--- src/rtl/perf_mon_pkg.sv ---
// Shared types and constants for the checkpoint-word performance monitor.
package perf_mon_pkg;

  // Measurement state; also driven out of the top as a debug observation point.
  typedef enum logic [1:0] {
    IDLE    = 2'd0,
    RUN     = 2'd1,
    DONE    = 2'd2,
    TIMEOUT = 2'd3
  } state_t;

  // Default firmware checkpoint codes.
  localparam logic [15:0] DEF_START_CODE = 16'hA000;
  localparam logic [15:0] DEF_STOP_CODE  = 16'hAB00;

  // Width of the sub-kilocycle remainder (holds 0..prescale-1), never below 1.
  function automatic int frac_width(input int prescale);
    return (prescale <= 2) ? 1 : $clog2(prescale);
  endfunction

endpackage

--- src/rtl/perf_code_filter.sv ---
// Synchronizes the asynchronous checkpoint word and qualifies code changes.
// Interface: accept is a one-cycle strobe and code is meaningful only while
// accept is high; there is no back-pressure, the consumer must take it then.
// Pin-to-accept latency is 2 + STABLE_CYCLES clocks for every code.
module perf_code_filter #(
  parameter int WIDTH         = 16,
  parameter int STABLE_CYCLES = 2
) (
  input  logic             clock,
  input  logic             resetb,
  input  logic [WIDTH-1:0] checkbits,
  input  logic             rearm,
  output logic [WIDTH-1:0] code,
  output logic             accept
);

  localparam int              CNT_W   = $clog2(STABLE_CYCLES + 1);
  localparam logic [CNT_W-1:0] CNT_MAX = CNT_W'(STABLE_CYCLES);

  logic [WIDTH-1:0] sync1;
  logic [WIDTH-1:0] sync2;
  logic [WIDTH-1:0] hist;
  logic [WIDTH-1:0] last_code;
  logic [CNT_W-1:0] cnt;
  logic [CNT_W-1:0] cnt_next;
  logic             stable;

  // Count consecutive identical synchronized samples, saturating at the threshold.
  always_comb begin
    cnt_next = CNT_W'(1);
    if (sync2 == hist) begin
      cnt_next = (cnt == CNT_MAX) ? cnt : cnt + 1'b1;
    end
    stable = (cnt_next == CNT_MAX);
  end

  // Synchronizer, sample history and change detection against the last accepted code.
  always_ff @(posedge clock or negedge resetb) begin
    if (!resetb) begin
      sync1     <= '0;
      sync2     <= '0;
      hist      <= '0;
      cnt       <= '0;
      last_code <= '0;
      accept    <= 1'b0;
    end else begin
      sync1  <= checkbits;
      sync2  <= sync1;
      hist   <= sync2;
      cnt    <= cnt_next;
      accept <= 1'b0;
      if (rearm) begin
        // Forgetting the last code lets a code held across a clear re-qualify.
        last_code <= '0;
      end else if (stable && (sync2 != last_code)) begin
        last_code <= sync2;
        accept    <= 1'b1;
      end
    end
  end

  assign code = last_code;

endmodule

--- src/rtl/perf_marker_monitor.sv ---
// Measures cycles between firmware START and STOP checkpoint codes, reporting
// kilocycles plus remainder, with a global timeout counted from enable.
module perf_marker_monitor
  import perf_mon_pkg::*;
#(
  parameter int              WIDTH         = 16,
  parameter logic [WIDTH-1:0] START_CODE   = WIDTH'(DEF_START_CODE),
  parameter logic [WIDTH-1:0] STOP_CODE    = WIDTH'(DEF_STOP_CODE),
  parameter int              PRESCALE      = 1000,
  parameter int              STABLE_CYCLES = 2,
  parameter int              TIMEOUT_K     = 150,
  parameter int              KCNT_W        = 32
) (
  input  logic                                clock,
  input  logic                                resetb,
  input  logic [WIDTH-1:0]                    checkbits,
  input  logic                                enable,
  input  logic                                clear,
  output logic                                running,
  output logic                                done,
  output logic                                passed,
  output logic                                timeout,
  output logic [KCNT_W-1:0]                   kcycles,
  output logic [frac_width(PRESCALE)-1:0]     frac,
  output state_t                              state_dbg
);

  localparam int                FRAC_W   = frac_width(PRESCALE);
  localparam logic [FRAC_W-1:0] FRAC_MAX = FRAC_W'(PRESCALE - 1);
  localparam logic [KCNT_W-1:0] TO_K     = KCNT_W'(TIMEOUT_K);
  localparam logic [KCNT_W-1:0] TO_LAST  = KCNT_W'(TIMEOUT_K - 1);

  state_t            state;
  logic [WIDTH-1:0]  acc_code;
  logic              accept;
  logic              rearm;
  logic              is_start;
  logic              is_stop;
  logic [FRAC_W-1:0] gfrac;
  logic [KCNT_W-1:0] gk;
  logic              g_hit;
  logic [FRAC_W-1:0] frac_inc;
  logic [KCNT_W-1:0] k_inc;

  assign rearm     = clear || !enable;
  assign is_start  = accept && (acc_code == START_CODE);
  assign is_stop   = accept && (acc_code == STOP_CODE);
  assign state_dbg = state;

  perf_code_filter #(
    .WIDTH        (WIDTH),
    .STABLE_CYCLES(STABLE_CYCLES)
  ) u_filter (
    .clock    (clock),
    .resetb   (resetb),
    .checkbits(checkbits),
    .rearm    (rearm),
    .code     (acc_code),
    .accept   (accept)
  );

  // Next measurement value and global timeout detection.
  always_comb begin
    frac_inc = frac + 1'b1;
    k_inc    = kcycles;
    if (frac == FRAC_MAX) begin
      frac_inc = '0;
      k_inc    = (&kcycles) ? kcycles : kcycles + 1'b1;
    end
    // Once the budget is used up it stays used up until clear/enable low.
    g_hit = (gk >= TO_K) || ((gfrac == FRAC_MAX) && (gk == TO_LAST));
  end

  // Global counter: ticks while armed in IDLE or RUN, stops at the timeout budget.
  always_ff @(posedge clock or negedge resetb) begin
    if (!resetb) begin
      gfrac <= '0;
      gk    <= '0;
    end else if (rearm) begin
      gfrac <= '0;
      gk    <= '0;
    end else if (((state == IDLE) || (state == RUN)) && (gk < TO_K)) begin
      if (gfrac == FRAC_MAX) begin
        gfrac <= '0;
        gk    <= gk + 1'b1;
      end else begin
        gfrac <= gfrac + 1'b1;
      end
    end
  end

  // Measurement FSM with registered status outputs; STOP outranks timeout, which outranks START.
  always_ff @(posedge clock or negedge resetb) begin
    if (!resetb) begin
      state   <= IDLE;
      running <= 1'b0;
      done    <= 1'b0;
      passed  <= 1'b0;
      timeout <= 1'b0;
      kcycles <= '0;
      frac    <= '0;
    end else begin
      done <= 1'b0;
      if (rearm) begin
        state   <= IDLE;
        running <= 1'b0;
        passed  <= 1'b0;
        timeout <= 1'b0;
        kcycles <= '0;
        frac    <= '0;
      end else begin
        case (state)
          IDLE: begin
            if (g_hit) begin
              state   <= TIMEOUT;
              timeout <= 1'b1;
            end else if (is_start) begin
              state   <= RUN;
              running <= 1'b1;
              kcycles <= '0;
              frac    <= '0;
            end
          end
          RUN: begin
            if (is_stop) begin
              // The stop edge itself is counted so start-to-stop spacing is exact.
              state   <= DONE;
              running <= 1'b0;
              passed  <= 1'b1;
              done    <= 1'b1;
              kcycles <= k_inc;
              frac    <= frac_inc;
            end else if (g_hit) begin
              state   <= TIMEOUT;
              running <= 1'b0;
              timeout <= 1'b1;
            end else if (is_start) begin
              kcycles <= '0;
              frac    <= '0;
            end else begin
              kcycles <= k_inc;
              frac    <= frac_inc;
            end
          end
          DONE: begin
            if (is_start) begin
              state   <= RUN;
              running <= 1'b1;
              passed  <= 1'b0;
              kcycles <= '0;
              frac    <= '0;
            end
          end
          default: begin
            // TIMEOUT: everything frozen until clear or enable low.
            state <= TIMEOUT;
          end
        endcase
      end
    end
  end

endmodule
--- config.mk ---
export PLATFORM = sky130hd
export DESIGN_NAME = perf_marker_monitor
export DESIGN_NICKNAME = d
export VERILOG_FILES = /design/src/rtl/perf_mon_pkg.sv /design/src/rtl/perf_code_filter.sv /design/src/rtl/perf_marker_monitor.sv
export SDC_FILE = /design/constraint.sdc
export NUM_CORES = 1
export LEC_CHECK = 0
export ABC_AREA = 1
export CAP_MARGIN = 20
export CORE_MARGIN = 5
export CORE_UTILIZATION = 40
export CTS_BUF_LIST = sky130_fd_sc_hd__clkbuf_8
export CTS_CLUSTER_SIZE = 30
export DETAILED_ROUTE_END_ITERATION = 12
export GPL_ROUTABILITY_DRIVEN = 0
export SLEW_MARGIN = 30
export SYNTH_ARGS = -nofsm -noshare
export SYNTH_HDL_FRONTEND = slang
export SYNTH_SLANG_ARGS = --single-unit
--- constraint.sdc ---
create_clock -name clock -period 3.3 [get_ports clock]
set_input_delay 0.99 -clock clock [delete_from_list [all_inputs] [get_ports clock]]
set_output_delay 0.99 -clock clock [all_outputs]
set_load 0.05 [all_outputs]
# --- Word-level counts from Yosys, hierarchy flattened ---
# Index checks and enable logic that the tools add are counted.
classes:
  n_eq_ne: 17
  reduce_logical: 22
  magnitude_cmp: 2
  addsub: 5
  muxes: 52
op_table:
  columns: ["cell", "n"]
  rows:
  - ["$mux W32", 11]
  - ["$mux W10", 10]
  - ["$pmux W32 S3", 1]
  - ["$add A32 B1 Y32 const B", 2]
  - ["$eq A16 B16 Y1 const B", 2]
  - ["$eq A32 B8 Y1 const B", 1]
  - ["$ge A32 B8 Y1 const B", 1]
  - ["$lt A32 B8 Y1 const B", 1]
  - ["$mux W16", 2]
  - ["$reduce_and A32 Y1", 1]
  - ["$pmux W10 S3", 1]
  - ["$add A10 B1 Y10 const B", 2]
  - ["$eq A10 B10 Y1 const B", 2]
  - ["$eq A16 B16 Y1", 1]
  - ["$mux W1", 16]
  - ["$ne A16 B16 Y1", 1]
  - ["$mux W2", 7]
  - ["$ne A3 B3 Y1 const B", 4]
  - ["$reduce_and A3 Y1", 3]
  - ["$ne A4 B4 Y1 const B", 2]
  - ["$eq A2 B2 Y1 const B", 3]
  - ["$pmux W2 S3", 1]
  - ["$reduce_bool A2 Y1", 3]
  - ["$reduce_bool A3 Y1", 2]
  - ["other kinds (10)", 18]
totals:
  ff_bits: 157
  elab_cells: 113

# --- Depth between registers and ports, before layout ---
depth:
  depth_word: 8
  depth_mapped: 14

# --- Cells and area by module ---
# From an unflattened synthesis, not the netlist that was laid out.
hier_totals:
  cells_unflattened: 1187
  hier_area_um2: 8683.3
modules_own_cells:
  columns: ["module", "seq_area_each_um2", "cells_each", "area_per_inst_um2", "n_inst"]
  rows:
  - ["perf_marker_monitor", 2252.2, 847, 5799.3, 1]
  - ["perf_code_filter", 1676.6, 340, 2884.0, 1]

# --- Worst setup path before layout ---
# No wires, ideal clock.
synth_path:
  path_kind: "register to register"
  from: "register state[1] (netlist: state_dbg[1])"
  to: "register frac[7]"
  path_slack_ns: 0.963
  arrival_ns: 2.218
  setup_time_ns: 0.119
  stages_incl_launch_ff: 13
  path_cell_list: "dfrtp_1 inv_1 ha_1 buf_4 inv_1 nor2_4 inv_1 nor2_2 a21boi_4 nand2_4 buf_6 nand2_2 o21ai_2"
synth_between:
  elab_chain_cells: 3
  word_cells_on_any_way: 9
  classes_between: "eq/ne (4); mux (2); reduce/logical (3)"
synth_lines:
  columns: ["item", "line_no", "text"]
  rows:
  - ["start: declaration", "perf_marker_monitor.sv:33", "state_t state;"]
  - ["start signal: assignment", "perf_marker_monitor.sv:95", "state <= IDLE;"]
  - ["start signal: assignment", "perf_marker_monitor.sv:105", "state <= IDLE;"]
  - ["start signal: assignment", "perf_marker_monitor.sv:115", "state <= TIMEOUT;"]
  - ["$eq A2 B1 Y1 (tied with other cells)", "perf_marker_monitor.sv:112", "case (state)"]
  - ["$ne A4 B4 Y1 (no source line) (tied with other cells)", null, null]
  - ["$reduce_and A3 Y1 (no source line) or $mux W10 (tied branches)", null, null]
  - ["end signal: assignment", "perf_marker_monitor.sv:132", "frac <= frac_inc;"]
  - ["end signal: assignment", "perf_marker_monitor.sv:142", "frac <= frac_inc;"]
  - ["end: declaration", "perf_marker_monitor.sv:24", "output logic [frac_width(PRESCALE)-1:0] frac,"]
# Parallel ways exist; a longest one is shown, timed or not.
# A chain may end at the register's enable or synchronous reset.

# --- Worst setup path in the final report ---
layout_path:
  from: "register state[1] (netlist: state_dbg[1])"
  to: "output state_dbg[1]"
layout_rtl:
  columns: ["item", "line_no", "text"]
  rows:
  - ["end: declaration", "perf_marker_monitor.sv:25", "output state_t state_dbg"]
# No word-level cell between the ends.

==> results.sh <==
export IMPL_dpl_hpwl_um=13080
export IMPL_antenna_found_initial=0
export IMPL_routed_wl_um=18320
export IMPL_track_usage_pct=15.90
export IMPL_core_area_um2=20300
export IMPL_grt_pass1_wl_um=31210
export IMPL_numCtsBuffers=17
export IMPL_reg2reg_slack_ns=0.77
export IMPL_grt_max_degree=63
export IMPL_cellPowerDensity_nw_per_um2=380.5
export IMPL_dieArea_um2=23640
export IMPL_yosysWarnings=0
export IMPL_dr_first_iter_drc_count=414
export IMPL_vdd_drop_max_v=0.0002553
export IMPL_path_cells="clkdlybuf4s50_1"
export IMPL_clk_latency_ns=0.46
export IMPL_yosysTopAreaCell="dfrtp_1"
export IMPL_synth_common_cells="265 x nand2_1, 157 x dfrtp_1, 141 x nor2_1"
export IMPL_cp_slowest_cell="clkdlybuf4s50_1"
export IMPL_grt_pass1_vias=6276
export IMPL_ctsHoldBuffers=0
export IMPL_path_buf_inv=1
export IMPL_rsz0062_at_grt="false"
export IMPL_drive_above_1_share_pct=10.02
export IMPL_worst_pin_slew_ns=0.6934
export IMPL_yosysMostFrequentCell="nand2_1"
export IMPL_synth_seq_area_share_pct=47.53
export IMPL_synth_seq_cells=157
export IMPL_synth_edf_count=0
export IMPL_via_per_inst=4.804
export IMPL_critPathTopFamily="buffers and inverters"
export IMPL_outcome="completed"
export IMPL_final_area_um2=9684
export IMPL_hold_depth=0
export IMPL_drv_cap=0
export IMPL_hold_end="u_filter.sync2[12]$_DFF_PN0_"
export IMPL_critPathMaxFanout=5
export IMPL_synth_cell_types=44
export IMPL_finClkSkew_ns=0.01713
export IMPL_nNetsFinal=1146
export IMPL_cts_repair_resized=0
export IMPL_yosys_area_top_type_share_pct=47.53
export IMPL_syn_to_final_growth_pct=17.15
export IMPL_final_max_slew_viol_count=0
export IMPL_setup_tns_ns=0
export IMPL_period_minus_slack_ns=2.814
export IMPL_syn_avg_cell_area_um2=7.933
export IMPL_rr_startpoint="state_dbg[1]$_DFFE_PN0P_"
export IMPL_achievable_frequency_mhz=355.3
export IMPL_hold_viol=0
export IMPL_antenna_left=0
export IMPL_crit_cells=1
export IMPL_setup_viol=0
export IMPL_dr_pass1_iters=5
export IMPL_syn_inst=1042
export IMPL_portBuffers=67
export IMPL_place_area_um2=9244
export IMPL_htreeDepth=4
export IMPL_r2r_cells=8
export IMPL_r2r_end="gk[21]$_DFFE_PN0P_"
export IMPL_min_path_type="register to register"
export IMPL_die_h_um=153.8
export IMPL_ioPinCount=68
export IMPL_fin_crit_sh_pct=85.29
export IMPL_synthFlopType="dfrtp_1"
export IMPL_synth_area_um2=8267
export IMPL_num_vias=6716
export IMPL_cts_root_buf="clkbuf_8"
export IMPL_drc=0
export IMPL_crit_arrival_ns=1.82
export IMPL_slowest_delay_ns=0.86
export IMPL_async_flop_share_pct=100.0
export IMPL_dieWidth_um=153.8
export IMPL_numClockSinks=157
export IMPL_grt_ovfl_total=0
export IMPL_cp_start_kind="register"
export IMPL_critical_path_class="register to primary output"
export IMPL_synthTopCellsByArea="dfrtp_1 48%, nand2_1 12%, nand3_1 7.3%, nor2_1 6.4%, inv_1 5.2%"
export IMPL_startpoint="state_dbg[1]$_DFFE_PN0P_"
export IMPL_cts_tree="built"
export IMPL_start_util_pct=40.72
export IMPL_syn_nets=1073
export IMPL_min_from="u_filter.sync1[12]$_DFF_PN0_"
export IMPL_p_leak_nw=4.362
export IMPL_cts_max_path_buffers=2
export IMPL_diodes=0
export IMPL_row_count=52
export IMPL_cp_end_kind="primary output"
export IMPL_post_cts_buffers=0
export IMPL_maxSlewHeadroom_pct=53.72
export IMPL_required_ns=2.31
export IMPL_clk_pin_slew_ns=0.10
export IMPL_routedWlPerCell_um=13.10
## layout by cell type (no fill, tap or decap), types with 11 or more instances in the layout
cell type	count
a21oi_1	13
buf_4	12
clkbuf_8	17
clkdlybuf4s50_1	66
dfrtp_1	157
ha_1	11
inv_1	115
nand2_1	265
nand3_1	121
nand4_1	22
nor2_1	141
nor3_1	12
o21ai_0	38
o21ai_2	15
xnor2_1	24
xor2_1	13
## cells by family (layout without fill, tap and decap cells)
logic type / count (synthesis) / in the layout / synth area share (%)
simple gates: 608 / 608 / 33.04
flops: 157 / 157 / 47.53
buf+inv: 148 / 234 / 7.749
compound gates: 81 / 81 / 6.100
xor+xnor: 37 / 37 / 3.920
fa+ha+maj: 11 / 11 / 1.665
## sequential cells by signal (all words and copies together) (netlist names)
register / flops
gk: 32
kcycles: 32
u_filter.code: 16
u_filter.hist: 16
u_filter.sync1: 16
u_filter.sync2: 16
frac: 10
gfrac: 10
state_dbg: 2
u_filter.cnt: 2
done: 1
passed: 1
running: 1
timeout: 1
u_filter.accept: 1
## layout make-up
class / count / area, um^2
clock buffer: 17 / 234.0
sequential: 157 / 3929
multi-input combinational: 737 / 3702
timing repair buffer: 82 / 822.0
tap: 270 / 337.8
fill: 2041 / 10620
inverter: 120 / 452.9
clock inverter: 15 / 206.4
## per-layer routing
layer  global-route usage [%]  vias to the layer above  share of wire, %
li1                         -                     3446                 -
met1                    22.15                     3110                49
met2                    25.17                      133                45
met3                    3.232                       27               4.1
met4                    4.752                        0               1.9
met5                        0                        -                 0
## metrics by stage
stage	power (mW)	hold slack (ns)	instances	setup WS, ns	utilization [%]
global placement	2.185	0.3316	1366	0.2965	45.54
global route	3.859	0.3672	1398	0.3929	47.71
detailed placement	2.188	0.3347	1366	0.2421	45.54
finish	3.685	0.3561	1398	0.4856	47.71
floorplan	2.096	0.3312	1042	0.9631	-
CTS	3.742	0.3596	1398	0.4602	47.71
## report_power, final
group | leakage [nW] | internal [mW] | total [mW] | switching, mW
Sequential | 2.08 | 1.95 | 1.98 | 0.0245
Combinational | 2.07 | 0.0618 | 0.164 | 0.102
Clock | 0.218 | 0.664 | 1.54 | 0.878
## worst max-delay path by stage
| stage | to |
|---|---|
| 6_report | state_dbg[1] |
| 5_1_grt | state_dbg[1] |
| 4_1_cts | state_dbg[1] |
| 3_5_place_dp | frac[3]$_DFFE_PN0P_ |
| 3_3_place_gp | frac[3]$_DFFE_PN0P_ |
| 2_1_floorplan | frac[7]$_DFFE_PN0P_ |
No activity file was read; power rests on OpenSTA's default activity.
